File: src/rtl/decode_issue.sv
// Decode/issue front end: classifies register usage, tracks in-flight writes with
// per-register counters and issues into a registered valid/ready output slot.
module decode_issue #(
   parameter int unsigned XLEN      = 32,
   parameter int unsigned REG_COUNT = 32,
   parameter int unsigned CNT_WIDTH = 2
) (
   input  logic            clk,
   input  logic            reset,
   input  logic [XLEN-1:0] pc_in,
   input  logic [XLEN-1:0] next_pc_in,
   input  logic [31:0]     instr_in,
   input  logic            valid_in,
   output logic            ready_in,
   input  logic            invalidate,
   input  logic            retire_valid,
   input  logic [4:0]      retire_rd,
   output logic [XLEN-1:0] pc_out,
   output logic [XLEN-1:0] next_pc_out,
   output logic [31:0]     instr_out,
   output logic [4:0]      rs1_addr,
   output logic [4:0]      rs2_addr,
   output logic [4:0]      rd_addr,
   output logic            uses_rs1,
   output logic            uses_rs2,
   output logic            exception,
   output logic [3:0]      ecause,
   output logic            valid_out,
   input  logic            ready_out,
   output logic            sb_error
);

   localparam logic [6:0] OpLui    = 7'b0110111;
   localparam logic [6:0] OpAuipc  = 7'b0010111;
   localparam logic [6:0] OpJal    = 7'b1101111;
   localparam logic [6:0] OpJalr   = 7'b1100111;
   localparam logic [6:0] OpLoad   = 7'b0000011;
   localparam logic [6:0] OpOpImm  = 7'b0010011;
   localparam logic [6:0] OpBranch = 7'b1100011;
   localparam logic [6:0] OpStore  = 7'b0100011;
   localparam logic [6:0] OpOp     = 7'b0110011;
   localparam logic [6:0] OpFence  = 7'b0001111;
   localparam logic [6:0] OpSystem = 7'b1110011;

   localparam logic [5:0]           RegLimit = 6'(REG_COUNT);
   localparam logic [CNT_WIDTH-1:0] CntMax   = '1;

   // Instruction fields
   logic [6:0] opcode;
   logic [2:0] funct3;
   logic [4:0] rs1_f;
   logic [4:0] rs2_f;
   logic [4:0] rd_f;

   assign opcode = instr_in[6:0];
   assign rd_f   = instr_in[11:7];
   assign funct3 = instr_in[14:12];
   assign rs1_f  = instr_in[19:15];
   assign rs2_f  = instr_in[24:20];

   // Classification
   logic has_rs1;
   logic has_rs2;
   logic has_rd;
   logic known_op;
   logic idx_bad;
   logic illegal;
   logic src_rs1;
   logic src_rs2;
   logic writes_rd;
   logic [4:0] rd_dec;

   always_comb begin
      has_rs1  = 1'b0;
      has_rs2  = 1'b0;
      has_rd   = 1'b0;
      known_op = 1'b1;
      case (opcode)
         OpLui, OpAuipc, OpJal: begin
            has_rd = 1'b1;
         end
         OpJalr, OpLoad, OpOpImm: begin
            has_rs1 = 1'b1;
            has_rd  = 1'b1;
         end
         OpBranch, OpStore: begin
            has_rs1 = 1'b1;
            has_rs2 = 1'b1;
         end
         OpOp: begin
            has_rs1 = 1'b1;
            has_rs2 = 1'b1;
            has_rd  = 1'b1;
         end
         OpFence: begin
            known_op = 1'b1;
         end
         OpSystem: begin
            case (funct3)
               3'b001, 3'b010, 3'b011: begin
                  has_rs1 = 1'b1;
                  has_rd  = 1'b1;
               end
               3'b101, 3'b110, 3'b111: begin
                  has_rd = 1'b1;
               end
               3'b000: begin
                  known_op = 1'b1;
               end
               default: begin
                  known_op = 1'b0;
               end
            endcase
         end
         default: begin
            known_op = 1'b0;
         end
      endcase
   end

   assign idx_bad = (has_rs1 && ({1'b0, rs1_f} >= RegLimit)) ||
                    (has_rs2 && ({1'b0, rs2_f} >= RegLimit)) ||
                    (has_rd  && ({1'b0, rd_f}  >= RegLimit));
   assign illegal   = !known_op || idx_bad;
   assign src_rs1   = has_rs1 && !illegal;
   assign src_rs2   = has_rs2 && !illegal;
   assign writes_rd = has_rd && !illegal && (rd_f != 5'd0);
   assign rd_dec    = writes_rd ? rd_f : 5'd0;

   // Scoreboard
   logic [CNT_WIDTH-1:0] cnt_q [REG_COUNT];
   logic [CNT_WIDTH-1:0] cnt_d [REG_COUNT];
   logic [CNT_WIDTH-1:0] rs1_cnt;
   logic [CNT_WIDTH-1:0] rs2_cnt;
   logic [CNT_WIDTH-1:0] rd_cnt;
   logic [REG_COUNT-1:0] inc_vec;
   logic [REG_COUNT-1:0] dec_vec;
   logic                 sb_error_q;
   logic                 sb_error_d;
   logic                 hazard;
   logic                 issue;
   logic                 valid_q;

   // Indices outside REG_COUNT read as zero; they are only reachable on illegal encodings.
   always_comb begin
      rs1_cnt = '0;
      rs2_cnt = '0;
      rd_cnt  = '0;
      for (int unsigned i = 0; i < REG_COUNT; i++) begin
         if (rs1_f == 5'(i)) rs1_cnt = cnt_q[i];
         if (rs2_f == 5'(i)) rs2_cnt = cnt_q[i];
         if (rd_f  == 5'(i)) rd_cnt  = cnt_q[i];
      end
   end

   assign hazard = (src_rs1 && (rs1_f != 5'd0) && (rs1_cnt != '0)) ||
                   (src_rs2 && (rs2_f != 5'd0) && (rs2_cnt != '0)) ||
                   (writes_rd && (rd_cnt == CntMax));

   assign ready_in = !invalidate && !hazard && (!valid_q || ready_out);
   assign issue    = valid_in && ready_in;

   always_comb begin
      inc_vec = '0;
      dec_vec = '0;
      for (int unsigned i = 1; i < REG_COUNT; i++) begin
         inc_vec[i] = issue && writes_rd && (rd_f == 5'(i));
         dec_vec[i] = retire_valid && (retire_rd == 5'(i));
      end
   end

   // Simultaneous issue and retire on one register cancel out.
   always_comb begin
      sb_error_d = sb_error_q;
      for (int unsigned i = 0; i < REG_COUNT; i++) begin
         cnt_d[i] = cnt_q[i];
         if (invalidate) begin
            cnt_d[i] = '0;
         end else if (inc_vec[i] && !dec_vec[i]) begin
            cnt_d[i] = cnt_q[i] + 1'b1;
         end else if (dec_vec[i] && !inc_vec[i]) begin
            if (cnt_q[i] == '0) begin
               sb_error_d = 1'b1;
            end else begin
               cnt_d[i] = cnt_q[i] - 1'b1;
            end
         end
      end
   end

   always_ff @(posedge clk or posedge reset) begin
      if (reset) begin
         for (int unsigned i = 0; i < REG_COUNT; i++) begin
            cnt_q[i] <= '0;
         end
         sb_error_q <= 1'b0;
      end else begin
         for (int unsigned i = 0; i < REG_COUNT; i++) begin
            cnt_q[i] <= cnt_d[i];
         end
         sb_error_q <= sb_error_d;
      end
   end

   // Output slot
   logic [XLEN-1:0] pc_q;
   logic [XLEN-1:0] next_pc_q;
   logic [31:0]     instr_q;
   logic [4:0]      rs1_q;
   logic [4:0]      rs2_q;
   logic [4:0]      rd_q;
   logic            uses_rs1_q;
   logic            uses_rs2_q;
   logic            exception_q;

   always_ff @(posedge clk or posedge reset) begin
      if (reset) begin
         valid_q     <= 1'b0;
         pc_q        <= '0;
         next_pc_q   <= '0;
         instr_q     <= '0;
         rs1_q       <= '0;
         rs2_q       <= '0;
         rd_q        <= '0;
         uses_rs1_q  <= 1'b0;
         uses_rs2_q  <= 1'b0;
         exception_q <= 1'b0;
      end else if (invalidate) begin
         valid_q <= 1'b0;
      end else if (issue) begin
         valid_q     <= 1'b1;
         pc_q        <= pc_in;
         next_pc_q   <= next_pc_in;
         instr_q     <= instr_in;
         rs1_q       <= rs1_f;
         rs2_q       <= rs2_f;
         rd_q        <= rd_dec;
         uses_rs1_q  <= src_rs1;
         uses_rs2_q  <= src_rs2;
         exception_q <= illegal;
      end else if (ready_out) begin
         valid_q <= 1'b0;
      end
   end

   assign valid_out   = valid_q;
   assign pc_out      = pc_q;
   assign next_pc_out = next_pc_q;
   assign instr_out   = instr_q;
   assign rs1_addr    = rs1_q;
   assign rs2_addr    = rs2_q;
   assign rd_addr     = rd_q;
   assign uses_rs1    = uses_rs1_q;
   assign uses_rs2    = uses_rs2_q;
   assign exception   = exception_q;
   assign ecause      = exception_q ? 4'd2 : 4'd0;
   assign sb_error    = sb_error_q;

endmodule
File: config.mk
export PLATFORM = sky130hd
export DESIGN_NAME = decode_issue
export DESIGN_NICKNAME = d
export VERILOG_FILES = /design/src/rtl/decode_issue.sv
export SDC_FILE = /design/constraint.sdc
export NUM_CORES = 1
export LEC_CHECK = 0
export CAP_MARGIN = 10
export CORE_UTILIZATION = 37
export DETAILED_ROUTE_END_ITERATION = 10
export GPL_TIMING_DRIVEN = 0
export SLEW_MARGIN = 25
export SYNTH_ARGS = -nofsm -noshare
export SYNTH_HDL_FRONTEND = slang
export SYNTH_SLANG_ARGS = --single-unit
File: constraint.sdc
create_clock -name clk -period 14.63 [get_ports clk]
set_input_delay 2.926 -clock clk [delete_from_list [all_inputs] [get_ports clk]]
set_output_delay 2.926 -clock clk [all_outputs]
set_load 0.02 [all_outputs]
==> flow_metrics.py <==
metrics = {
    "critical_path": {
        "r2r_cells": 13,
        "slowest_cell_on_the_critical_path": "clkdlybuf4s50_1",
        "critical_path.max_stage_delay_ns": 0.69,
        "startpoint_type": "primary input",
        "cp-end-kind": "output pin",
        "timing.setup.critical_path_class": "in -> out",
        "crit_path_max_fanout": 10,
        "number_of_buffers_and_inverters_on_the_critical_path": 4,
        "worst_r2r_endpoint": "sb_error",
        "reg2reg_slack_ns": 9.86,
        "cp-startpoint": "instr_in[20]",
        "cp.depth": 11,
        "critical-path-top-delay-family": "buffers and inverters",
        "data_arrival_critical_path_ns": 6.79,
        "crit_chain": "clkdlybuf4s50_1 -> buf_6 -> buf_4 -> mux2i_1 -> o21ai_0 -> o21ai_0 -> o221ai_2 -> a2111oi_4 -> nand2_1 -> a31oi_1 -> clkdlybuf4s50_1",
        "regToRegStartpoint": "cnt_q[22]",
        "required_time_at_the_endpoint_of_the_critical_path_ns": 11.70,
        "worstSetupEndpoint": "ready_in",
    },
    "floorplanning": {
        "dieWidth_um": 174.7,
        "initial_core_util_pct": 38.05,
        "standard_cell_rows": 62,
        "core_region_area_um2": 29010,
        "die_area_um2": 30530,
        "chip_height_um": 174.7,
        "ioPinCount": 228,
    },
    "power": {
        "peakVddDrop_mv": 0.05382,
        "sw_frac_of_total_pct": 31.87,
        "cellInternalPower_uw": 958.5,
        "power.leakage_uw": 0.005621,
        "comb_power_share_pct": 29.2,
        "power.switching_uw": 448.4,
        "pwr-share-clk_pct": 32.1,
        "power.density_nw_per_um2": 98.20,
        "seqPwrFrac_pct": 38.7,
    },
    "timing": {
        "fin_hold_ws_ns": 0.4626,
        "drv_slew": 0,
        "max-slew-margin-rel_pct": 31.97,
        "final_cycle_share_pct": 66.42,
        "grt_setup_unrepaired": "no",
        "min_period_ns": 9.717,
        "tns_ns": 0,
        "setup-violations-final": 0,
        "fmax_ghz": 0.1029,
        "skew_ns": 0.01182,
        "tightest_slew_ns": 1.018,
        "final-hold-violation-count": 0,
    },
    "finish": {
        "fin_util_pct": 49.38,
        "filler_cell_count": 2751,
        "flow.area_growth_from_synthesis_pct": 29.79,
        "post_route_cells_drive_above_1_share_pct": 15.48,
        "finalNonFillerCells": 1871,
        "final_nets": 1580,
    },
    "synth": {
        "synth_warnings": 0,
        "ys_types": 89,
        "avgSynthCellArea_um2": 8.953,
        "mappedNetlistArea_um2": 11040,
        "yosysSeqAreaShare_pct": 38.08,
        "ys_seq_elements": 168,
        "post_synth_inst_count": 1233,
        "synth_top_cell_by_area": "dfrtp_1",
        "yosys-top-cells-area": "dfrtp_1, mux2_2, o21ai_0",
        "synth_async_sr_flop_share_pct": 100.0,
        "synth_enable_flop_cells": 0,
        "synth_top_cell_area_share_pct": 38.08,
        "ys.flop_type": "dfrtp_1",
    },
    "clock_tree": {
        "htree_levels": 4,
        "post_cts.repair.setup_buffers": 0,
        "cts_tree": "done",
        "clkSinkCount": 168,
        "cts.root.buffer_cell": "clkbuf_16",
        "cts.repair.resized": 0,
        "clk-insertion-delay-late_ns": 0.44,
        "clk_pin_slew_ns": 0.07,
        "numCtsBuffers": 17,
        "ctsLongestPathBuffers": 2,
        "cts_hold_fix_bufs": 0,
    },
    "routing": {
        "route.antenna.remaining_nets": 0,
        "routed_via_density": 5.990,
        "routed-via-count": 11210,
        "wirelength_um": 46870,
        "routedWlPerCell_um": 25.05,
        "drc": 0,
        "drt_pass1_iterations": 7,
        "initialDrtViolationCount": 1083,
    },
    "placement": {
        "place.gp.congestion": 1.023,
        "buffer_ports.inserted": 218,
        "placedCellCount": 1838,
        "dpl_hpwl_um": 35900,
    },
    "grt": {
        "globalRoute.totalOverflow": 0,
        "largest_net_degree_at_the_start_of_global_routing": 93,
        "grt_pass1_wl_um": 69480,
        "grt_pass1_vias": 10980,
        "grt_antenna_before_repair": 1,
        "grt.total_usage_pct": 30.72,
    },
    "run": {
        "maxCapViolCount": 0,
    },
    "min_path": {
        "hp-class": "reg -> reg",
        "hp-start": "sb_error",
    },
    "run_status": {
        "status": "finished, final reports clean",
    },
}
## area by class of cell
| cell class | count | area (um2) | area share (%) |
|---|---|---|---|
| Tap cell | 384 | 480.5 | 3.353 |
| Inverter | 21 | 86.33 | 0.6026 |
| Timing Repair Buffer | 219 | 2210 | 15.42 |
| Buffer | 92 | 498.0 | 3.476 |
| Clock buffer | 19 | 442.9 | 3.091 |
| Multi-Input combinational cell | 954 | 6266 | 43.73 |
| Sequential cell | 168 | 4204 | 29.34 |
| Antenna cell | 1 | 2.502 | 0.01747 |
| Clock inverter | 13 | 137.6 | 0.9606 |
## routing by layer
layer  wire (um)  GRT usage [%]  up-vias
met5          49              0        -
met2       21400          48.83      607
met4        2673          17.90        2
li1            -              -     5077
met3        3689          7.180      151
met1       19060          38.08     5370
## cells by family after synthesis
kind of cell | share of synthesized area [%]
compound gates | 22.76
xor+xnor | 0.3173
buf+inv | 5.225
flops | 38.08
mux | 11.70
other cells | 0.03397
simple gates | 21.89
## registers in the layout, summed over array words and instances (netlist names)
register     flops
next_pc_out     32
uses_rs1         1
exception        1
cnt_q           62
instr_out       32
pc_out          32
sb_error         1
uses_rs2         1
rd_addr          5
valid_out        1
## cells in the final DEF (no fill, tap or decap), drive strengths merged, types with 19 or more instances in the layout
cell type	n
and2	21
dfrtp	168
nand2b	41
clkdlybuf4s50	218
a211oi	39
nor4	19
buf	67
mux2	100
or2	20
o21ai	92
a21oi	79
nand3	27
nor2	97
inv	26
nand2	108
clkbuf	45
nor3	48
## worst min path at each step
stage                     end  depth (start not counted)
floorplan           cnt_q[50]                          1
global placement     sb_error                          1
detailed placement   sb_error                          1
CTS                  sb_error                          1
global route         sb_error                          1
finish               sb_error                          1
## metrics by stage
stage / worst slack, ns / area, um2 / power [uW]
final: 4.913 / 14330 / 1407
after global routing: 4.868 / 14330 / 1464
after CTS: 4.940 / 14330 / 1419
after detailed placement: 4.945 / 13740 / 966.6
after global placement: 4.639 / 13710 / 961.6
after floorplan: 6.775 / 11050 / 758.9
## worst register-to-register path: stages (launching register included)
cell       delay [ns]
dfrtp_1          0.36
clkbuf_1         0.33
mux4_2           0.57
a21oi_2          0.17
o211a_1          0.19
o221ai_2         0.11
a2111oi_4        0.46
nand3_2          0.32
buf_2            0.32
nor3_1           0.45
nor4_1           0.23
a211oi_1         0.60
nand4_1          0.31
a21o_1           0.26
## synthesized netlist by cell type (11+ instances only)
master and number:
o21ai_0 89, and3_1 13, dfrtp_1 168, a211oi_1 39
mux2_2 96, buf_2 38, clkbuf_1 26, a21oi_1 78
or3_1 12, a31oi_1 11, nor4_1 19, nand2b_1 41
nor2b_1 17, buf_4 22, nor2_1 97, nand3_1 24
and2_1 21, nand3b_1 12, or2_2 11, nor3_1 47
nand2_1 108, inv_1 20, o211ai_1 12
## power groups by stage
stage               sequential [uW]  combinational, uW  clock (uW)
CTS                             545                413         461
detailed placement              555                412           0
global route                    552                434         479
floorplan                       618                141           0
global placement                551                410           0
finish                          545                411         451
No activity file was read; power rests on OpenSTA's default activity.
